## src/rtl/death_pkg.sv

```systemverilog
// Shared types and constants for the death-screen overlay controller.
package death_pkg;

  typedef enum logic [2:0] {
    PLAY     = 3'd0,
    FADE_IN  = 3'd1,
    ARMING   = 3'd2,
    SHOW     = 3'd3,
    PRESSED  = 3'd4,
    FADE_OUT = 3'd5
  } ctrl_state_t;

  localparam logic [3:0] FADE_MAX = 4'hF;

  // Respawn button rectangle, inclusive edges, in screen pixels.
  localparam logic [9:0] BTN_X0_DEF = 10'd160;
  localparam logic [9:0] BTN_X1_DEF = 10'd479;
  localparam logic [9:0] BTN_Y0_DEF = 10'd288;
  localparam logic [9:0] BTN_Y1_DEF = 10'd327;

  localparam int unsigned DIV_W = 6;

endpackage

```

## src/rtl/frame_tick_div.sv

```systemverilog
// Counts enable pulses modulo i_mod; o_tick marks the pulse that completes a period.
module frame_tick_div #(
  parameter int unsigned W = 6
) (
  input  logic         i_clk,
  input  logic         i_rst_n,
  input  logic         i_en,
  input  logic         i_clr,
  input  logic [W-1:0] i_mod,
  output logic         o_tick
);

  logic [W-1:0] r_count;
  logic         w_tick;

  assign w_tick = i_en && (r_count == i_mod - W'(1));
  assign o_tick = w_tick;

  always_ff @(posedge i_clk or negedge i_rst_n) begin
    if (!i_rst_n) begin
      r_count <= '0;
    end else if (i_clr) begin
      r_count <= '0;
    end else if (i_en) begin
      r_count <= w_tick ? '0 : r_count + W'(1);
    end
  end

endmodule

```

## src/rtl/death_screen_ctrl.sv

```systemverilog
// Game-over overlay sequencer: freeze, fade in, arm, track the Respawn button,
// fade out and issue a one-cycle respawn pulse.
module death_screen_ctrl
  import death_pkg::*;
#(
  parameter int unsigned FADE_FRAMES = 2,
  parameter int unsigned ARM_FRAMES  = 30,
  parameter logic [9:0]  BTN_X0      = BTN_X0_DEF,
  parameter logic [9:0]  BTN_X1      = BTN_X1_DEF,
  parameter logic [9:0]  BTN_Y0      = BTN_Y0_DEF,
  parameter logic [9:0]  BTN_Y1      = BTN_Y1_DEF
) (
  input  logic       Clk,
  input  logic       Reset_n,
  input  logic       frame_start,
  input  logic       player_dead,
  input  logic [6:0] score_in,
  input  logic [9:0] mouse_x,
  input  logic [9:0] mouse_y,
  input  logic       mouse_left,
  output logic       overlay_en,
  output logic [3:0] fade_level,
  output logic [6:0] score_latched,
  output logic       btn_hover,
  output logic       btn_pressed,
  output logic       game_freeze,
  output logic       respawn
);

  ctrl_state_t      r_state, w_next;
  logic [3:0]       r_fade, w_fade_nxt;
  logic [6:0]       r_score;
  logic             r_overlay_en, r_freeze, r_hover, r_pressed, r_respawn;
  logic             r_mouse_prev, r_arm_done, w_arm_done_nxt;
  logic             w_latch, w_respawn_nxt;
  logic             w_hit, w_rise, w_fall;
  logic             w_tick, w_div_en, w_div_clr;
  logic [DIV_W-1:0] w_div_mod;

  assign w_hit  = (mouse_x >= BTN_X0) && (mouse_x <= BTN_X1) &&
                  (mouse_y >= BTN_Y0) && (mouse_y <= BTN_Y1);
  assign w_rise = mouse_left && !r_mouse_prev;
  assign w_fall = !mouse_left && r_mouse_prev;

  // One divider serves both fade and arm phases; it restarts on every state change.
  assign w_div_en  = frame_start && (r_state inside {FADE_IN, ARMING, FADE_OUT});
  assign w_div_clr = (w_next != r_state);
  assign w_div_mod = (r_state == ARMING) ? DIV_W'(ARM_FRAMES) : DIV_W'(FADE_FRAMES);

  frame_tick_div #(.W(DIV_W)) u_frame_div (
    .i_clk   (Clk),
    .i_rst_n (Reset_n),
    .i_en    (w_div_en),
    .i_clr   (w_div_clr),
    .i_mod   (w_div_mod),
    .o_tick  (w_tick)
  );

  always_comb begin
    w_next         = r_state;
    w_fade_nxt     = r_fade;
    w_latch        = 1'b0;
    w_respawn_nxt  = 1'b0;
    w_arm_done_nxt = r_arm_done;
    case (r_state)
      PLAY: begin
        if (player_dead) begin
          w_next     = FADE_IN;
          w_latch    = 1'b1;
          w_fade_nxt = '0;
        end
      end
      FADE_IN: begin
        if (w_tick) begin
          w_fade_nxt = r_fade + 4'd1;
          if (r_fade == FADE_MAX - 4'd1) begin
            w_next         = ARMING;
            w_arm_done_nxt = 1'b0;
          end
        end
      end
      ARMING: begin
        // A button still held when the arm period ends must be released first.
        if (w_tick || r_arm_done) begin
          if (!mouse_left) w_next = SHOW;
          else             w_arm_done_nxt = 1'b1;
        end
      end
      SHOW: begin
        if (w_rise && w_hit) w_next = PRESSED;
      end
      PRESSED: begin
        if (w_fall) w_next = w_hit ? FADE_OUT : SHOW;
      end
      FADE_OUT: begin
        if (w_tick) begin
          w_fade_nxt = r_fade - 4'd1;
          if (r_fade == 4'd1) begin
            w_next        = PLAY;
            w_respawn_nxt = 1'b1;
          end
        end
      end
      default: w_next = PLAY;
    endcase
  end

  always_ff @(posedge Clk or negedge Reset_n) begin
    if (!Reset_n) begin
      r_state      <= PLAY;
      r_fade       <= '0;
      r_score      <= '0;
      r_overlay_en <= 1'b0;
      r_freeze     <= 1'b0;
      r_hover      <= 1'b0;
      r_pressed    <= 1'b0;
      r_respawn    <= 1'b0;
      r_mouse_prev <= 1'b0;
      r_arm_done   <= 1'b0;
    end else begin
      r_state      <= w_next;
      r_fade       <= w_fade_nxt;
      if (w_latch) r_score <= score_in;
      r_overlay_en <= (w_next != PLAY);
      r_freeze     <= (w_next != PLAY);
      r_hover      <= w_hit && ((w_next == SHOW) || (w_next == PRESSED));
      r_pressed    <= w_hit && (w_next == PRESSED);
      r_respawn    <= w_respawn_nxt;
      r_mouse_prev <= mouse_left;
      r_arm_done   <= w_arm_done_nxt;
    end
  end

  assign overlay_en    = r_overlay_en;
  assign fade_level    = r_fade;
  assign score_latched = r_score;
  assign btn_hover     = r_hover;
  assign btn_pressed   = r_pressed;
  assign game_freeze   = r_freeze;
  assign respawn       = r_respawn;

endmodule

```

## config.mk

```make
export PLATFORM = sky130hd
export DESIGN_NAME = death_screen_ctrl
export DESIGN_NICKNAME = d
export VERILOG_FILES = /design/src/rtl/death_pkg.sv /design/src/rtl/frame_tick_div.sv /design/src/rtl/death_screen_ctrl.sv
export SDC_FILE = /design/constraint.sdc
export NUM_CORES = 1
export LEC_CHECK = 0
export ABC_AREA = 1
export CAP_MARGIN = 20
export CORE_ASPECT_RATIO = 0.9
export CORE_UTILIZATION = 47
export CTS_BUF_LIST = sky130_fd_sc_hd__clkbuf_8 sky130_fd_sc_hd__clkbuf_16
export DETAILED_ROUTE_END_ITERATION = 6
export HOLD_SLACK_MARGIN = 0.06
export PLACE_DENSITY = 0.76
export SLEW_MARGIN = 10
export SYNTH_ARGS = -nofsm -noshare
export SYNTH_HDL_FRONTEND = slang
export SYNTH_SLANG_ARGS = --single-unit
```

## constraint.sdc

```tcl
create_clock -name Clk -period 2.35 [get_ports Clk]
set_input_delay 0.705 -clock Clk [delete_from_list [all_inputs] [get_ports Clk]]
set_output_delay 0.705 -clock Clk [all_outputs]
set_load 0.02 [all_outputs]
```

==> metrics.txt, run 1 <==
pre-CTS setup slack=-0.0193 ns; largest net degree at the start of global routing=27; Hold-fix buffers, CTS=0; DP Area=around 2100 um^2; crit start category=primary input; first-pass GRT wire length=roughly 5.4 mm; CTS tree=built; outcome=completed; Synth Cell Area=1610 um^2; layout filler cell count=around 260; Setup Buffers After CTS=0; final setup skew=0.00680 ns; # rows=19; R2R Setup Slk=around 0.46 ns; YS warnings=0; Worst Path Arrival=2.29 ns; initial antenna violation count=0; #FFs+latches synth=26; reg-to-reg endpoint=u_frame_div.r_count[3]; power density over cell area=976 nW/um^2; first drt pass iteration count=4; worst-skew pair later-pin latency=0.27 ns; Initial DRC Count=just under 50; Top Layer Used=met4; cells after synthesis=between 150 and 200; CTS max path bufs=2; clock root cell=clkbuf_8; Die W=63.7 um; routed wire length=around 3.2 mm; final non-filler cell area=2170 um^2; Levels on crit path=11; worst setup path end=u_frame_div.r_count[3]; Vias/cell=4.83; WP buf/inv=1; Buffers on Ports=39; gpl congestion=approximately 0.80; clk sinks=26; final instance count without filler cells=282; final net count=279; Core Util, Final=roughly two thirds; Total GRT Usage=19.0%; top-area cell type share of the netlist area=between 40% and 50%; Final Total Pwr=2.12 mW; Area growth, synth to finish=34.8%; DIE HEIGHT=roughly 58 um; syn nets=229; Pleak=1.01 nW; post-synthesis sequential area ratio=40.4%; crit path kind=primary input to flop; fin crit share=88.9%; dpl hpwl=2.46 mm; post-CTS resize count=0; via count=about 1400; Top-Level Pins=48; worst-path maximum fanout=6; Crit-path slowest cell=clkdlybuf4s50_1; DR DRC count=0; Hold WC Path Type=flop to flop; CP top delay family=simple AND/OR/NAND/NOR gates; post-synth cell types=33; Worst EP required=2.55 ns; cells along the critical path=clkdlybuf4s50_1 -> nand2_1 -> nand2_1 -> nor2_1 -> nor2_1 -> nand3_1 -> a21oi_2 -> nand4_4 -> nand2_2 -> nand3_4 -> nor2_2; crit path from=mouse_x[7]; met1 WL=1.47 mm; vias in the first global route=1243; minimum clock period=between 2 and 2.5 ns; top cell type by total area after synthesis=dfrtp_1; Final Hold Violating Endpoints=0; WL met3=118 um; average size of a mapped cell=between 8 and 9 um^2; GR Overflow Total=0; WL met2=1.53 mm; RSZ-0062 raised after global routing=false; core box area=approximately 3200 um^2; Final setup viols=0; H-tree depth=1; R2R depth=10; Sum Neg Setup Slack=0 ns; Max VDD drop=0.381 mV; initial core utilization=a little over 50%; fin worst setup slack=0.261 ns; Slew HR=72.0%; CTS Buf Count=3; Largest stage delay, worst path=between 0.4 and 0.5 ns; nature of the critical path endpoint=flop; WL/cell=11.2 um; Worst R2R Start=r_state[0]; die area=3660 um^2; Max Cap Viol=0; Hold WS=0.508 ns; Slew @ Worst Pin=0.417 ns; Reg clk slew, reported paths=about 0.09 ns; share of cells above drive strength 1=18.8%; Max Clk Rate=0.479 GHz; placed instance count=roughly 280; antenna cell count=0; post-route ant nets=0; fin. max-slew vios=0; main area contributors after synthesis=dfrtp_1 (40%), nand2_1 (8.2%), inv_1 (5.4%)
==> where the power goes <==
part	switching, mW	internal [mW]
registers	0.0967	0.563
clock network	0.141	0.228
logic	0.612	0.477
total	0.849	1.27
==> synth_stat cells (all sizes together) <==
library cell	instances
o22ai	2
o211ai	1
nand4	3
nor3	5
dfrtp	26
xnor2	1
mux2	7
xor2	1
o21ai	13
a21o	2
inv	28
o31ai	1
nand3	16
clkinv	1
a22oi	1
nand2	41
a21oi	4
o21bai	1
buf	1
ha	6
nor2	30
==> worst register-to-register path: stages, from the launching register on <==
cell and delay [ns]:
dfrtp_1 0.45, inv_2 0.13, nand3_4 0.13, o21ai_2 0.31, nand3_2 0.12, nand2_1 0.16, nand2_1 0.08, clkinv_1 0.04
nand4_1 0.12, nand3_4 0.19, nor2_2 0.05
==> final cells by class <==
cell class	count	area [um^2]	area share, %
clock buffers	3	41.3	1.90
clock inverters	1	30.0	1.38
inverters	29	109	5.02
multi-input cells	135	842	38.8
flip-flops and latches	26	651	30.0
well taps	42	52.6	2.42
repair buffers	46	443	20.4
==> worst min-delay path by stage <==
stage,slack (ns),depth (start not counted),end,startpoint
floorplan,0.41,0,btn_hover,Reset_n
global placement,0.49,1,score_latched[0],score_latched[0]
detailed placement,0.49,1,score_latched[3],score_latched[3]
CTS,0.51,1,score_latched[3],score_latched[3]
global route,0.52,1,score_latched[2],score_latched[2]
finish,0.51,1,score_latched[0],score_latched[0]
==> flip-flops by register name, summed over array words and instances (netlist names) <==
signal	flops
game_freeze	1
r_arm_done	1
r_state	3
r_mouse_prev	1
respawn	1
btn_hover	1
btn_pressed	1
fade_level	4
score_latched	7
u_frame_div.r_count	6
==> logic make-up (layout without fill, tap and decap cells) <==
kind of cell | Yosys count | count (layout) | synth area share, %
xor gates and xnor gates | 2 | 2 | 1.09
and+or+nand+nor | 95 | 95 | 32.3
AOI/OAI and AO/OA | 25 | 25 | 9.33
adders and majority gates | 6 | 6 | 4.67
DFF | 26 | 26 | 40.4
buffers and inverters | 30 | 79 | 7.23
muxes | 7 | 7 | 4.90
==> routing by layer <==
metal | global-route usage, % | up-vias
li1 | - | 713
met2 | 33.1 | 28
met3 | 2.20 | 4
met1 | 23.7 | 618
met4 | 8.12 | 0
met5 | 0 | -
==> cell usage in the layout (no fill, tap or decap), drive strengths merged <==
master,netlist,final
o31ai,1,1
nor2,30,30
buf,1,7
clkdlybuf4s50,0,39
mux2,7,7
o22ai,2,2
xnor2,1,1
ha,6,6
o211ai,1,1
bufinv,0,1
a21o,2,2
nand4,3,3
clkbuf,0,3
o21bai,1,1
nor3,5,5
inv,28,28
xor2,1,1
dfrtp,26,26
clkinv,1,1
nand2,41,41
a21oi,4,4
o21ai,13,13
nand3,16,16
a22oi,1,1
Power figures use the tool's default switching activity.
==> run 2: changes to the inputs <==
Settings changed: ABC_AREA 1 to not set.
==> metrics.txt, run 2 <==
outcome=completed (unchanged); clk sinks=26 (unchanged); Pleak=1.01 nW (about the same); gpl congestion=0.909 (was 0.805); DR DRC count=0 (unchanged); DIE HEIGHT=57.3 um (was 57.5 um); Slew HR=69.1% (was 72.0%); routed wire length=4.22 mm (was 3.16 mm); CTS tree=built (unchanged); Worst Path Arrival=2.48 ns (was 2.29 ns); # rows=19 (unchanged); dpl hpwl=3.13 mm (was 2.46 mm); layout filler cell count=254 (was 262); die area=3640 um^2 (was 3660 um^2); DP Area=2150 um^2 (was 2100 um^2); worst-skew pair later-pin latency=0.28 ns (was 0.27 ns); via count=1594 (was 1363); initial antenna violation count=0 (unchanged); final instance count without filler cells=277 (was 282); GR Overflow Total=0 (unchanged); syn nets=215 (was 229); commonest non-fill, non-tap cells in the layout=nand2_1 (31), clkdlybuf4s50_1 (31), dfrtp_1 (26) (was clkdlybuf4s50_1 (39), nand2_1 (35), dfrtp_1 (26)); Max VDD drop=0.864 mV (was 0.381 mV); first drt pass iteration count=4 (unchanged); Gate power share=51.9% (was 51.4%); Slew @ Worst Pin=0.458 ns (was 0.417 ns); main area contributors after synthesis=dfrtp_1 (41%), nand2_1 (7.3%), ha_1 (4.7%) (was dfrtp_1 (40%), nand2_1 (8.2%), inv_1 (5.4%)); first-pass GRT wire length=7.00 mm (was 5.35 mm); crit path kind=primary input to flop (unchanged); clock root cell=clkbuf_8 (unchanged); final non-filler cell area=2260 um^2 (was 2170 um^2); number of synthesized flops with an enable pin=0 (unchanged); post-route ant nets=0 (unchanged); Total GRT Usage=24.7% (was 19.0%); Reg clk slew, reported paths=0.09 ns (about the same); WL/cell=15.2 um (was 11.2 um); fraction of synthesis flops using an asynchronous set or reset pin=100% (unchanged); Hold WS=0.476 ns (was 0.508 ns); worst-path maximum fanout=3 (was 6); Internal Power=1.21 mW (was 1.27 mW); #FFs+latches synth=26 (unchanged); max reg flops=7 (unchanged); final net count=274 (was 279); crit start category=primary input (unchanged); YS warnings=0 (unchanged); H-tree depth=1 (unchanged); Clock Power Share=14.2% (was 17.4%); initial core utilization=50.9% (about the same); RSZ-0062 raised after global routing=false (unchanged); antenna cell count=0 (unchanged); nature of the critical path endpoint=flop (unchanged); Hold WC Path Type=flop to flop (unchanged); Hold-fix buffers, CTS=0 (unchanged); CTS max path bufs=2 (unchanged); Flop pwr share=33.8% (was 31.1%); Area growth, synth to finish=41.2% (was 34.8%); Synth Flop Type=dfrtp_1 (unchanged); average size of a mapped cell=9.03 um^2 (was 8.42 um^2); share of cells above drive strength 1=16.2% (was 18.8%); top post-synthesis cells by count=nand2_1 (31), dfrtp_1 (26), nor2_1 (11) (was nand2_1 (35), dfrtp_1 (26), inv_1 (23), nor2_1 (23), o21ai_0 (11)); Buffers on Ports=39 (unchanged); cells after synthesis=177 (was 191); power density over cell area=910 nW/um^2 (was 976 nW/um^2); Max Cap Viol=0 (unchanged); post-synthesis sequential area ratio=40.7% (was 40.4%); Synth Cell Area=1600 um^2 (was 1610 um^2); Final setup viols=0 (unchanged); Initial DRC Count=118 (was 49); fin. max-slew vios=0 (unchanged); sw frac=40.9% (was 40.1%); placed instance count=272 (was 278); CTS Buf Count=3 (unchanged); top cell type by total area after synthesis=dfrtp_1 (unchanged); vias in the first global route=1530 (was 1243); final setup skew=0.00441 ns (was 0.00680 ns); Vias/cell=5.75 (was 4.83); largest net degree at the start of global routing=27 (unchanged); core box area=3140 um^2 (was 3160 um^2); post-synth cell types=52 (was 33); Top-Level Pins=48 (unchanged); top-area cell type share of the netlist area=40.7% (was 40.4%); Die W=63.5 um (was 63.7 um); P_sw=0.840 mW (was 0.849 mW); fin crit share=96.4% (was 88.9%); top-count cell post-synth=nand2_1 (unchanged); minimum clock period=2.27 ns (was 2.09 ns); Max Clk Rate=0.441 GHz (was 0.479 GHz); Final Hold Violating Endpoints=0 (unchanged); Worst EP required=2.57 ns (was 2.55 ns)
run 2: changes by cell type after synthesis, sizes merged, moves of 5 or more:
cell	previous run	this run
inv	28	8
nor2	30	11
nand2	41	31
nand3	16	7
o21ai	13	6
mux2	7	1
and3	0	5
nor4	0	5
run 2: power groups by stage:
stage / Clock, mW / Sequential [mW] / Combinational (mW)
global route: 0.314 / 0.712 / 1.16
floorplan: 0 / 0.792 / 0.502
CTS: 0.298 / 0.692 / 1.05
detailed placement: 0 / 0.700 / 1.04
finish: 0.292 / 0.695 / 1.07
global placement: 0 / 0.691 / 1.01
run 2: repair_timing:
| action | in CTS | in global routing |
|---|---|---|
| setup buffers | 1 | 0 |
| setup endpoints to repair | 11 | 8 |
| resized for setup | 13 | 4 |
| pin swaps | 4 | 4 |
run 2: worst max-delay path, stage by stage:
cell,delay [ns]
dlygate4sd2_1,0.25
or4b_4,0.55
o311a_1,0.38
or3_4,0.34
and4bb_1,0.25
run 2: logic make-up after synthesis:
group	count (synthesis)	synth area share [%]
AOI/OAI and AO/OA	33	14.6
xor gates and xnor gates	5	2.74
adders and majority gates	6	4.70
buffers and inverters	13	3.84
DFF	26	40.7
muxes	3	2.19
and+or+nand+nor	91	31.2
run 2: path summary, 6_finish.rpt:
path | slack [ns] | start | to | depth (start not counted)
worst max-delay path | 0.08 | mouse_y[7] | btn_pressed | 5
worst min-delay path | 0.48 | score_latched[5] | score_latched[5] | 2
worst max register to register | 0.28 | r_state[0] | btn_pressed | 5
worst min register to register | 0.48 | score_latched[5] | score_latched[5] | 2
max in group asynchronous | 1.30 | Reset_n | u_frame_div.r_count[0] | 2
min in group asynchronous | 0.79 | Reset_n | fade_level[0] | 2
run 2: final cells by class:
cell class	count	area (um^2)	area share, %
repair buffers	59	534	23.7
inverters	8	30.0	1.33
multi-input cells	138	933	41.4
flip-flops and latches	26	651	28.8
well taps	42	52.6	2.33
clock buffers	4	55.1	2.44
run 2: through the flow:
step	setup TNS [ns]	util [%]	setup slack (ns)	total power, mW
after floorplan	0	-	0.0125	1.29
after global placement	-3.85	68.6	-0.448	1.70
after detailed placement	-4.88	68.6	-0.564	1.74
after CTS	0	71.4	0.0194	2.04
after global routing	0	71.9	0.0141	2.19
final	0	71.9	0.0840	2.05
run 2: layer usage:
layer  GRT usage, %  part of all wire [%]  wire length, um
met3           4.20                   4.1              174
met2           43.0                    50             2120
met4           4.22                  0.50               21
met5              0                     0                0
met1           32.8                    45             1900
